--- src/rtl/fetch_pkg.sv ---
`default_nettype none
// ============================================================================
// Module      : fetch_pkg
// Description : Shared widths, constants and state encoding for the fetch stage.
// Revision    : 1.0 - initial release
// ============================================================================
package fetch_pkg;

    localparam int ADDR_W  = 16;
    localparam int INSTR_W = 17;

    localparam logic [INSTR_W-1:0] NOP_INSTR = 17'h00000;
    localparam logic [4:0]         HALT_OPC  = 5'h1F;

    // Opcode field position inside an instruction word
    localparam int OPC_HI = 16;
    localparam int OPC_LO = 12;

    typedef enum logic [0:0] {
        RUN    = 1'b0,
        HALTED = 1'b1
    } fetch_state_t;

endpackage
`default_nettype wire

--- src/rtl/fetch_unit_sat_counter.sv ---
`default_nettype none
// ============================================================================
// Module      : sat_counter
// Description : Up-counter that sticks at its all-ones value instead of wrapping.
// Revision    : 1.0 - initial release
// ============================================================================
module sat_counter #(
    parameter int WIDTH = 16
) (
    input  logic             clk,
    input  logic             rst,
    input  logic             inc,
    output logic [WIDTH-1:0] cnt
);

    logic [WIDTH-1:0] cnt_q;
    logic [WIDTH-1:0] cnt_d;

    always_comb begin
        cnt_d = cnt_q;
        if (inc && (cnt_q != {WIDTH{1'b1}})) begin
            cnt_d = cnt_q + WIDTH'(1);
        end
    end

    always_ff @(posedge clk) begin
        if (rst) begin
            cnt_q <= '0;
        end else begin
            cnt_q <= cnt_d;
        end
    end

    assign cnt = cnt_q;

endmodule
`default_nettype wire

--- src/rtl/fetch_unit.sv ---
`default_nettype none
// ============================================================================
// Module      : fetch_unit
// Description : Instruction-fetch stage: PC, IF/ID register, stall/flush/HALT.
// Revision    : 1.0 - initial release
// ============================================================================
module fetch_unit
    import fetch_pkg::*;
#(
    parameter int                   ADDR_W    = fetch_pkg::ADDR_W,
    parameter int                   INSTR_W   = fetch_pkg::INSTR_W,
    parameter logic [ADDR_W-1:0]    RESET_PC  = '0,
    parameter logic [INSTR_W-1:0]   NOP_INSTR = fetch_pkg::NOP_INSTR,
    parameter logic [4:0]           HALT_OPC  = fetch_pkg::HALT_OPC
) (
    input  logic               clk,
    input  logic               rst,
    input  logic               stall,
    input  logic               flush,
    input  logic [ADDR_W-1:0]  dst_pc,
    input  logic [INSTR_W-1:0] im_instr,
    output logic [ADDR_W-1:0]  im_addr,
    output logic               im_rd_en,
    output logic [INSTR_W-1:0] instr_ID,
    output logic [ADDR_W-1:0]  pc_ID,
    output logic               valid_ID,
    output logic               halted,
    output logic [15:0]        fetch_cnt,
    output logic [15:0]        flush_cnt
);

    logic [ADDR_W-1:0]  pc_q,       pc_d;
    logic [ADDR_W-1:0]  pc_id_q,    pc_id_d;
    logic [INSTR_W-1:0] instr_id_q, instr_id_d;
    logic               valid_id_q, valid_id_d;
    fetch_state_t       state_q,    state_d;

    logic               fetch_inc;
    logic               flush_inc;
    logic [ADDR_W-1:0]  pc_inc;
    logic               is_halt;

    assign pc_inc  = pc_q + ADDR_W'(1);
    assign is_halt = (im_instr[OPC_HI:OPC_LO] == HALT_OPC);

    always_comb begin
        pc_d       = pc_q;
        pc_id_d    = pc_id_q;
        instr_id_d = instr_id_q;
        valid_id_d = valid_id_q;
        state_d    = state_q;
        fetch_inc  = 1'b0;
        flush_inc  = 1'b0;

        // A redirect wins over a simultaneous stall and revives a halted core
        if (flush) begin
            pc_d       = dst_pc;
            instr_id_d = NOP_INSTR;
            valid_id_d = 1'b0;
            state_d    = RUN;
            flush_inc  = 1'b1;
        end else if (!stall) begin
            case (state_q)
                RUN: begin
                    instr_id_d = im_instr;
                    pc_id_d    = pc_inc;
                    valid_id_d = 1'b1;
                    fetch_inc  = 1'b1;
                    if (is_halt) begin
                        state_d = HALTED;
                    end else begin
                        pc_d = pc_inc;
                    end
                end
                HALTED: begin
                    valid_id_d = 1'b0;
                end
                default: begin
                    state_d = RUN;
                end
            endcase
        end
    end

    always_ff @(posedge clk) begin
        if (rst) begin
            pc_q       <= RESET_PC;
            pc_id_q    <= '0;
            instr_id_q <= NOP_INSTR;
            valid_id_q <= 1'b0;
            state_q    <= RUN;
        end else begin
            pc_q       <= pc_d;
            pc_id_q    <= pc_id_d;
            instr_id_q <= instr_id_d;
            valid_id_q <= valid_id_d;
            state_q    <= state_d;
        end
    end

    sat_counter #(.WIDTH(16)) u_fetch_cnt (
        .clk (clk),
        .rst (rst),
        .inc (fetch_inc),
        .cnt (fetch_cnt)
    );

    sat_counter #(.WIDTH(16)) u_flush_cnt (
        .clk (clk),
        .rst (rst),
        .inc (flush_inc),
        .cnt (flush_cnt)
    );

    assign im_addr  = pc_q;
    assign im_rd_en = !rst && !stall && (state_q == RUN);
    assign instr_ID = instr_id_q;
    assign pc_ID    = pc_id_q;
    assign valid_ID = valid_id_q;
    assign halted   = (state_q == HALTED);

endmodule
`default_nettype wire
--- config.mk ---
export PLATFORM = sky130hd
export DESIGN_NAME = fetch_unit
export DESIGN_NICKNAME = d
export VERILOG_FILES = /design/src/rtl/fetch_pkg.sv /design/src/rtl/fetch_unit_sat_counter.sv /design/src/rtl/fetch_unit.sv
export SDC_FILE = /design/constraint.sdc
export NUM_CORES = 1
export LEC_CHECK = 0
export ABC_AREA = 1
export CAP_MARGIN = 20
export CORE_MARGIN = 3
export CORE_UTILIZATION = 50
export DETAILED_ROUTE_END_ITERATION = 10
export GPL_TIMING_DRIVEN = 0
export PLACE_DENSITY_LB_ADDON = 0.12
export SLEW_MARGIN = 20
export SYNTH_ARGS = -nofsm -noshare
export SYNTH_HDL_FRONTEND = slang
export SYNTH_SLANG_ARGS = --single-unit
--- constraint.sdc ---
create_clock -name clk -period 2.8 [get_ports clk]
set_clock_uncertainty 0.2 [all_clocks]
set_input_delay 0.42 -clock clk [delete_from_list [all_inputs] [get_ports clk]]
set_output_delay 0.42 -clock clk [all_outputs]
set_load 0.05 [all_outputs]
======== Word-level counts from Yosys, hierarchy flattened ========
Cells that the tools add are included.
operators by class
  $add $sub $neg .......................... 3
  equality and inequality tests ........... 6
  multiplexer cells ....................... 11
  bitwise operators ....................... 3
  reductions and logical operators ........ 10
operators by type and width
  cell                                                             number
  16-bit two-way mux                                               4
  16-bit by 1-bit adder with 16-bit output, second input constant  3
  16-bit != test, second input constant                            2
  1-bit two-way mux                                                6
  3-bit AND reduction                                              2
  5-bit == test, second input constant                             1
  1-bit logical AND                                                4
  2-bit != test, second input constant                             2
  1-bit inverter                                                   3
  1-bit logical NOT                                                2
  2-bit by 1-bit != test with 1-bit output, second input constant  1
  1-bit case mux with 2 select lines                               1
  2-bit AND reduction                                              1
  2-bit OR reduction                                               1
word-level totals
  register bits after elaboration ......... 83
  bits of input ports ..................... 37
  output and inout port bits .............. 84
  word-level logic and storage cells ...... 40

======== Logic depth before layout (Yosys ltp) ========
Gate-level depths: netlist (run 1).
  word-level depth ........................ 5
  gate-level depth with buffers ........... 10
  mapped depth without buffers ............ 10

======== Hierarchy ========
From an unflattened synthesis (run 1), not the netlist that was laid out.
unflattened totals
  cell total of the unflattened synthesis .. 647
  area total of the unflattened synthesis .. 4,306.6 um^2
modules (own cells, without submodules)
  module       times used  cells each  area an instance (um^2)  sequential area each (um^2)
  fetch_unit   1           349         2,447.3                  1,021.0
  sat_counter  2           149         929.6                    320.3

======== Least setup slack after synthesis (run 1) ========
No wires, ideal clock.
  kind .................................... register to output
  start point ............................. register state_q, in the netlist halted
  end point ............................... output port im_rd_en
  arrival time ............................ 1.666 ns
  data required time ...................... 2.180 ns
  slack ................................... 0.514 ns
  stages on the path, launching flop included .. 6
  path buffers ............................ 2
  cell sequence ........................... dfxtp_1 -> inv_1 -> nand2_1 -> clkbuf_1 -> clkbuf_1 -> nor2_1
on the way
  cells in the longest elaborated chain, start to end .. 2
ends and longest elaborated chain
  element                   line               source
  start: declaration        fetch_unit.sv:36   fetch_state_t state_q, state_d;
  start signal: assignment  fetch_unit.sv:97   state_q <= state_d;
  1-bit inverter            --
  1-bit logical AND         fetch_unit.sv:116  assign im_rd_en = !rst && !stall && (state_q == RUN);
  end: declaration          fetch_unit.sv:23   output logic im_rd_en,
No other way between the ends.

======== Final worst setup path (run 1) ========
  start point ............................. input port rst
  end point ............................... output port im_rd_en
on the way
  cells in the longest elaborated chain, start to end .. 3
ends and longest elaborated chain
  element                         line               source
  start: declaration              fetch_unit.sv:17   input logic rst,
  1-bit logical NOT               fetch_unit.sv:116
  1-bit logical AND (2 in a row)  fetch_unit.sv:116
No other way between the ends.

==> results.json, run 1 <==
{
  "worstHoldStart": "valid_ID",
  "cts_sinks": 83,
  "track_usage": 0.246,
  "grt_overflow_total": 0,
  "rsz0062_at_grt": "false",
  "endpoint_kind": "output pin",
  "clockRootBuffer": "clkbuf_8",
  "place_ws_ns": -0.502,
  "synth.most_common_cell": "nand2_1",
  "dr.pass1.iters": 5,
  "final_cells": 888,
  "slew_headroom": 0.539,
  "viasPerCell": 5.10,
  "post-route-period-util": 0.963,
  "clock_latency_ns": 0.35,
  "worst_pin_slew_ns": 0.692,
  "holdPathStages": 2,
  "ff2ff_setup_slack_ns": 0.71,
  "area_growth_pct": 35.9,
  "die-area_sq_um": 9670,
  "r2r_end": "u_flush_cnt.cnt[5]",
  "place.gp.congestion": 0.894,
  "min_period_ns": 2.70,
  "start_util": 0.516,
  "holdPathEnd": "valid_ID",
  "drive_gt1_frac": 0.0677,
  "yosys.area.top_type": "dfxtp_1",
  "cts-htree-levels": 3,
  "synth_edf_count": 0,
  "outcome": "complete, no violations",
  "cp-start-kind": "primary input",
  "irDropWorstVdd_mv": 0.257,
  "ff2ff_path_depth": 8,
  "die_h_um": 98.4,
  "numCtsBuffers": 9,
  "dp.cells": 875,
  "ys_warn_count": 0,
  "placeableCoreArea_sq_um": 8260,
  "setup_slack_ns": 0.104,
  "clkTransAtPathRegs_ns": 0.08,
  "fmax_mhz": 371,
  "powerDensity_nw_per_um2": 459,
  "layout.nets": 819,
  "ys_types": 33,
  "synth_area_leaders": "dfxtp_1, nand2_1, nor2_1",
  "synth-seq-area-share": 0.390,
  "slowest_delay_ns": 0.73,
  "yosys_register_bits": 83,
  "num_rows": 33,
  "ys_top_cells_by_count": "nand2_1, nor2_1, dfxtp_1, inv_1, o21ai_0",
  "cts-resized-gates": 3,
  "dpl.hpwl_um": 8890,
  "chipWidth_um": 98.4,
  "grt_max_degree": 14,
  "path_max_fanout": 11,
  "ys.flop_type": "dfxtp_1",
  "antennaDiodeCount": 0,
  "synthArstFlopShare": 0,
  "finalSetupViolations": 0,
  "drv_slew": 0,
  "clk_path_buf_depth": 2,
  "path_cells": "clkdlybuf4s50_1 > clkbuf_2 > nor2_1 > clkdlybuf4s15_1",
  "num_vias": 4533,
  "slowest_stage": "clkdlybuf4s50_1",
  "syn-mean-instance-area_sq_um": 6.56,
  "min_path_type": "reg2reg",
  "final_core_util": 0.702,
  "wl_um": 12000,
  "synth_top_area_share": 0.390,
  "grt_pass1_wl_um": 19700,
  "io_pins": 121,
  "timing.rr.start": "u_flush_cnt.cnt[0]",
  "synth_cells": 650,
  "route.detailed.drc": 0,
  "antenna_found_initial": 0,
  "p_leak_nw": 2.28,
  "post-cts-setup-buffers": 0,
  "io_buffers": 120,
  "cp.required_ns": 2.18,
  "cp_data_arrival_time_ns": 2.08,
  "cap_violations": 0,
  "finalHoldViolations": 0,
  "ant_nets": 0,
  "synthesis.area_sq_um": 4260,
  "hold_buffers": 0,
  "grt_pass1_vias": 4242,
  "drt_iter0_markers": 210,
  "crit_type": "in2out",
  "cts_tree": "built",
  "syn_nets": 690,
  "hold_ws_ns": 0.271,
  "wl_per_cell_um": 13.5
}
metal layers:
metal,routed length (um),global-route usage,vias up
li1,-,-,2312
met1,5220,0.305,2075
met2,5780,0.428,134
met3,826,0.0486,12
met4,143,0.0777,0
met5,0,0,-
where the power goes:
part | leakage [nW] | internal [mW] | switching, mW
registers | 0.678 | 1.22 | 0.0430
clock network | 0.0974 | 0.455 | 0.437
logic | 1.50 | 0.178 | 0.320
registers in the layout (all words and copies together) (netlist names):
register and count:
halted 1, pc_ID 16, im_addr 16, instr_ID 17, u_flush_cnt.cnt 16, valid_ID 1
u_fetch_cnt.cnt 16
cell usage in the layout, fill, tap and decap left out, types with 5 or more instances in the layout:
cell,Yosys,final
nor2_1,131,131
clkbuf_8,0,11
clkbuf_1,12,8
xnor2_1,9,9
nand2_2,6,6
clkdlybuf4s50_1,0,119
nand3_1,32,32
o211ai_1,5,5
inv_1,59,59
nand4_1,15,15
dfxtp_1,83,83
xor2_1,11,11
o21ai_0,42,42
nand2_1,175,175
a21oi_2,10,10
buf_2,8,8
a21oi_1,25,25
per-stage QoR:
step | total power, mW | area [sq um] | setup TNS [ns]
after floorplan | 1.60 | 4260 | 0
after global placement | 1.78 | 5600 | -0.533
after detailed placement | 1.79 | 5600 | -0.502
after CTS | 2.66 | 5800 | 0
after global routing | 2.76 | 5790 | 0
final | 2.66 | 5790 | 0
logic make-up after synthesis:
kind of cell	after synthesis	synth area share
XOR/XNOR	20	0.0411
buffers and inverters	84	0.0789
AND/OR/NAND/NOR	366	0.350
AO/OA/AOI/OAI	94	0.131
flip-flops	83	0.390
adder cells (fa/ha/maj)	3	0.00880
worst max-delay path, delay by kind of cell:
family	cells	cell delay (ns)
and+or+nand+nor	1	0.09
buffers and inverters	3	1.56
worst max path at each step:
stage            from       end  slack (ns)  depth (start not counted)
5_1_grt         stall  im_rd_en        0.01                          6
3_3_place_gp      rst  im_rd_en       -0.53                          5
2_1_floorplan  halted  im_rd_en        0.51                          5
4_1_cts         stall  im_rd_en        0.01                          7
3_5_place_dp      rst  im_rd_en       -0.50                          5
6_report          rst  im_rd_en        0.10                          4
area by class of cell:
cell class	count	area [sq um]
clock inverters	4	50.0
flip-flops and latches	83	1660
repair buffers	120	1200
clock buffers	11	151
multi-input cells	483	2270
fillers	715	2460
inverters	62	233
well taps	105	131
plain buffers	20	98.8
(Power assumes the default switching activity.)
==> run 2: changes to the inputs <==
--- a/config.mk
+++ b/config.mk
@@ -8,7 +8,7 @@
 export ABC_AREA = 1
 export CAP_MARGIN = 20
 export CORE_MARGIN = 3
-export CORE_UTILIZATION = 50
+export CORE_UTILIZATION = 38
 export DETAILED_ROUTE_END_ITERATION = 10
 export GPL_TIMING_DRIVEN = 0
 export PLACE_DENSITY_LB_ADDON = 0.12
==> run 2 against run 1 <==
  * Sequential share of layout area shrank 0.31 points
  * Global-route usage shrank 4.9 points
  * Cell count grew 4.1%
  * First-iteration DRC count shrank 8.1%
  * Core utilization shrank 16 points
  * Total power grew 3.5%
  * Via count shrank 2.0%
  * Fmax grew 9.0%
  * Worst setup slack gained 0.22 ns
  * Combinational power is essentially flat
  * Critical path type unchanged
  * Largest cell class unchanged
==> results.json, run 2 (synthesis results as in run 1) <==
{
  "outcome": "complete, no violations",
  "cp_data_arrival_time_ns": 1.85,
  "grt_pass1_vias": 4193,
  "finalSetupViolations": 0,
  "finalHoldViolations": 0,
  "grt_max_degree": 16,
  "clk_path_buf_depth": 2,
  "path_buf_inv": 4,
  "clock_latency_ns": 0.36,
  "final_cells": 924,
  "hold_buffers": 0,
  "min_period_ns": 2.47,
  "drt_iter0_markers": 193,
  "hold_ws_ns": 0.267,
  "rsz0062_at_grt": "false",
  "path_common_cell": "clkbuf_2",
  "mostFrequentLayoutCells": "nand2_1, nor2_1, clkdlybuf4s50_1, dfxtp_1, inv_1",
  "drive_gt1_frac": 0.0702,
  "p_leak_nw": 2.30,
  "powerDensity_nw_per_um2": 469,
  "place_area_sq_um": 5640,
  "min_path_type": "reg2reg",
  "drv_slew": 0,
  "wl_per_cell_um": 13.2,
  "fillers": 1109,
  "fmax_mhz": 405,
  "endpoint_kind": "output pin",
  "post-route-period-util": 0.883,
  "slew_headroom": 0.516,
  "cts_tree": "built",
  "area_growth_pct": 37.3,
  "clkTransAtPathRegs_ns": 0.09,
  "die-area_sq_um": 12500,
  "chipWidth_um": 112,
  "place.gp.congestion": 0.861,
  "layout.nets": 819,
  "path_cells": "clkdlybuf4s50_1 > inv_1 > nand2_1 > clkbuf_2 > nor2_1 > clkbuf_2",
  "postLayoutCellArea_sq_um": 5860,
  "start_util": 0.392,
  "placeableCoreArea_sq_um": 10900,
  "io_buffers": 120,
  "cp.required_ns": 2.18,
  "dp.cells": 910,
  "ant_nets": 0,
  "cp_top_family": "buffers and inverters",
  "cts-resized-gates": 3,
  "slowest_stage": "clkdlybuf4s50_1",
  "irDropWorstVdd_mv": 0.271,
  "num_rows": 38,
  "cap_violations": 0,
  "clockRootBuffer": "clkbuf_8",
  "final_common_cell": "nand2_1",
  "track_usage": 0.196,
  "path_max_fanout": 12,
  "cp-start-kind": "primary input",
  "dpl.hpwl_um": 9290,
  "cts_sinks": 83,
  "grt_pass1_wl_um": 20200,
  "grt_overflow_total": 0,
  "slowest_delay_ns": 0.50,
  "die_h_um": 112,
  "numCtsBuffers": 9,
  "cts-htree-levels": 3,
  "io_pins": 121,
  "antennaDiodeCount": 0,
  "dr.pass1.iters": 4,
  "viasPerCell": 4.81,
  "wl_um": 12200,
  "worst_pin_slew_ns": 0.726,
  "num_vias": 4443,
  "largest_reg_flops": 17,
  "antenna_found_initial": 0,
  "post-cts-setup-buffers": 0,
  "route.detailed.drc": 0,
  "crit_type": "in2out"
}
## run 2: cell count changes in the layout (fill, tap and decap cells not counted)
cell and change:
inv_6 +3, clkbuf_2 +1, bufinv_16 +1, clkbuf_8 -2, clkdlybuf4s50_1 -1, clkinvlp_4 -1
dlymetal6s2s_1 +1, clkdlybuf4s15_1 -1
## run 2: power by group
| part | total [mW] | internal (mW) | switching, mW |
|---|---|---|---|
| Combinational | 0.497 | 0.177 | 0.320 |
| Sequential | 1.27 | 1.22 | 0.0422 |
| Clock | 0.985 | 0.510 | 0.474 |
| Total | 2.75 | 1.91 | 0.836 |
## run 2: final cells by class
class | count | area (sq um) | area share
multi-input combinational | 483 | 2270 | 0.387
sequential | 83 | 1660 | 0.284
tap | 140 | 175 | 0.0299
buffer | 20 | 98.8 | 0.0169
clock buffer | 9 | 124 | 0.0212
timing repair buffer | 120 | 1200 | 0.205
clock inverter | 7 | 98.8 | 0.0169
inverter | 62 | 233 | 0.0397
## run 2: final timing paths
path	cells past startpoint	slack (ns)	from	to
setup / recovery	6	0.33	stall	im_rd_en
hold / removal	2	0.27	valid_ID	valid_ID
setup reg to reg	8	0.72	halted	im_addr[5]
hold reg to reg	2	0.27	valid_ID	valid_ID
## run 2: layer usage
metal | track usage | part of all wire | routed length [um] | vias up
met5 | 0 | 0 | 0 | -
met4 | 0.0713 | 0.016 | 199 | 0
met3 | 0.0527 | 0.073 | 891 | 15
met2 | 0.325 | 0.47 | 5690 | 108
met1 | 0.246 | 0.44 | 5430 | 2004
li1 | - | - | - | 2316
## run 2: worst register-to-register path, delay by kind of cell, from the launching register on
family | cells | cell delay, ns
flops | 1 | 0.38
compound gates | 2 | 0.48
buf+inv | 2 | 0.22
simple gates | 4 | 0.75
## run 2: metrics by stage
stage               setup WS (ns)  TNS [ns]  utilization  total power, mW
global route                0.170         0        0.538             2.86
CTS                        0.0116         0        0.538             2.79
global placement           -0.606    -0.606        0.518             1.79
finish                      0.328         0        0.538             2.75
detailed placement         -0.601    -0.601        0.518             1.80
floorplan                   0.514         0            -             1.60
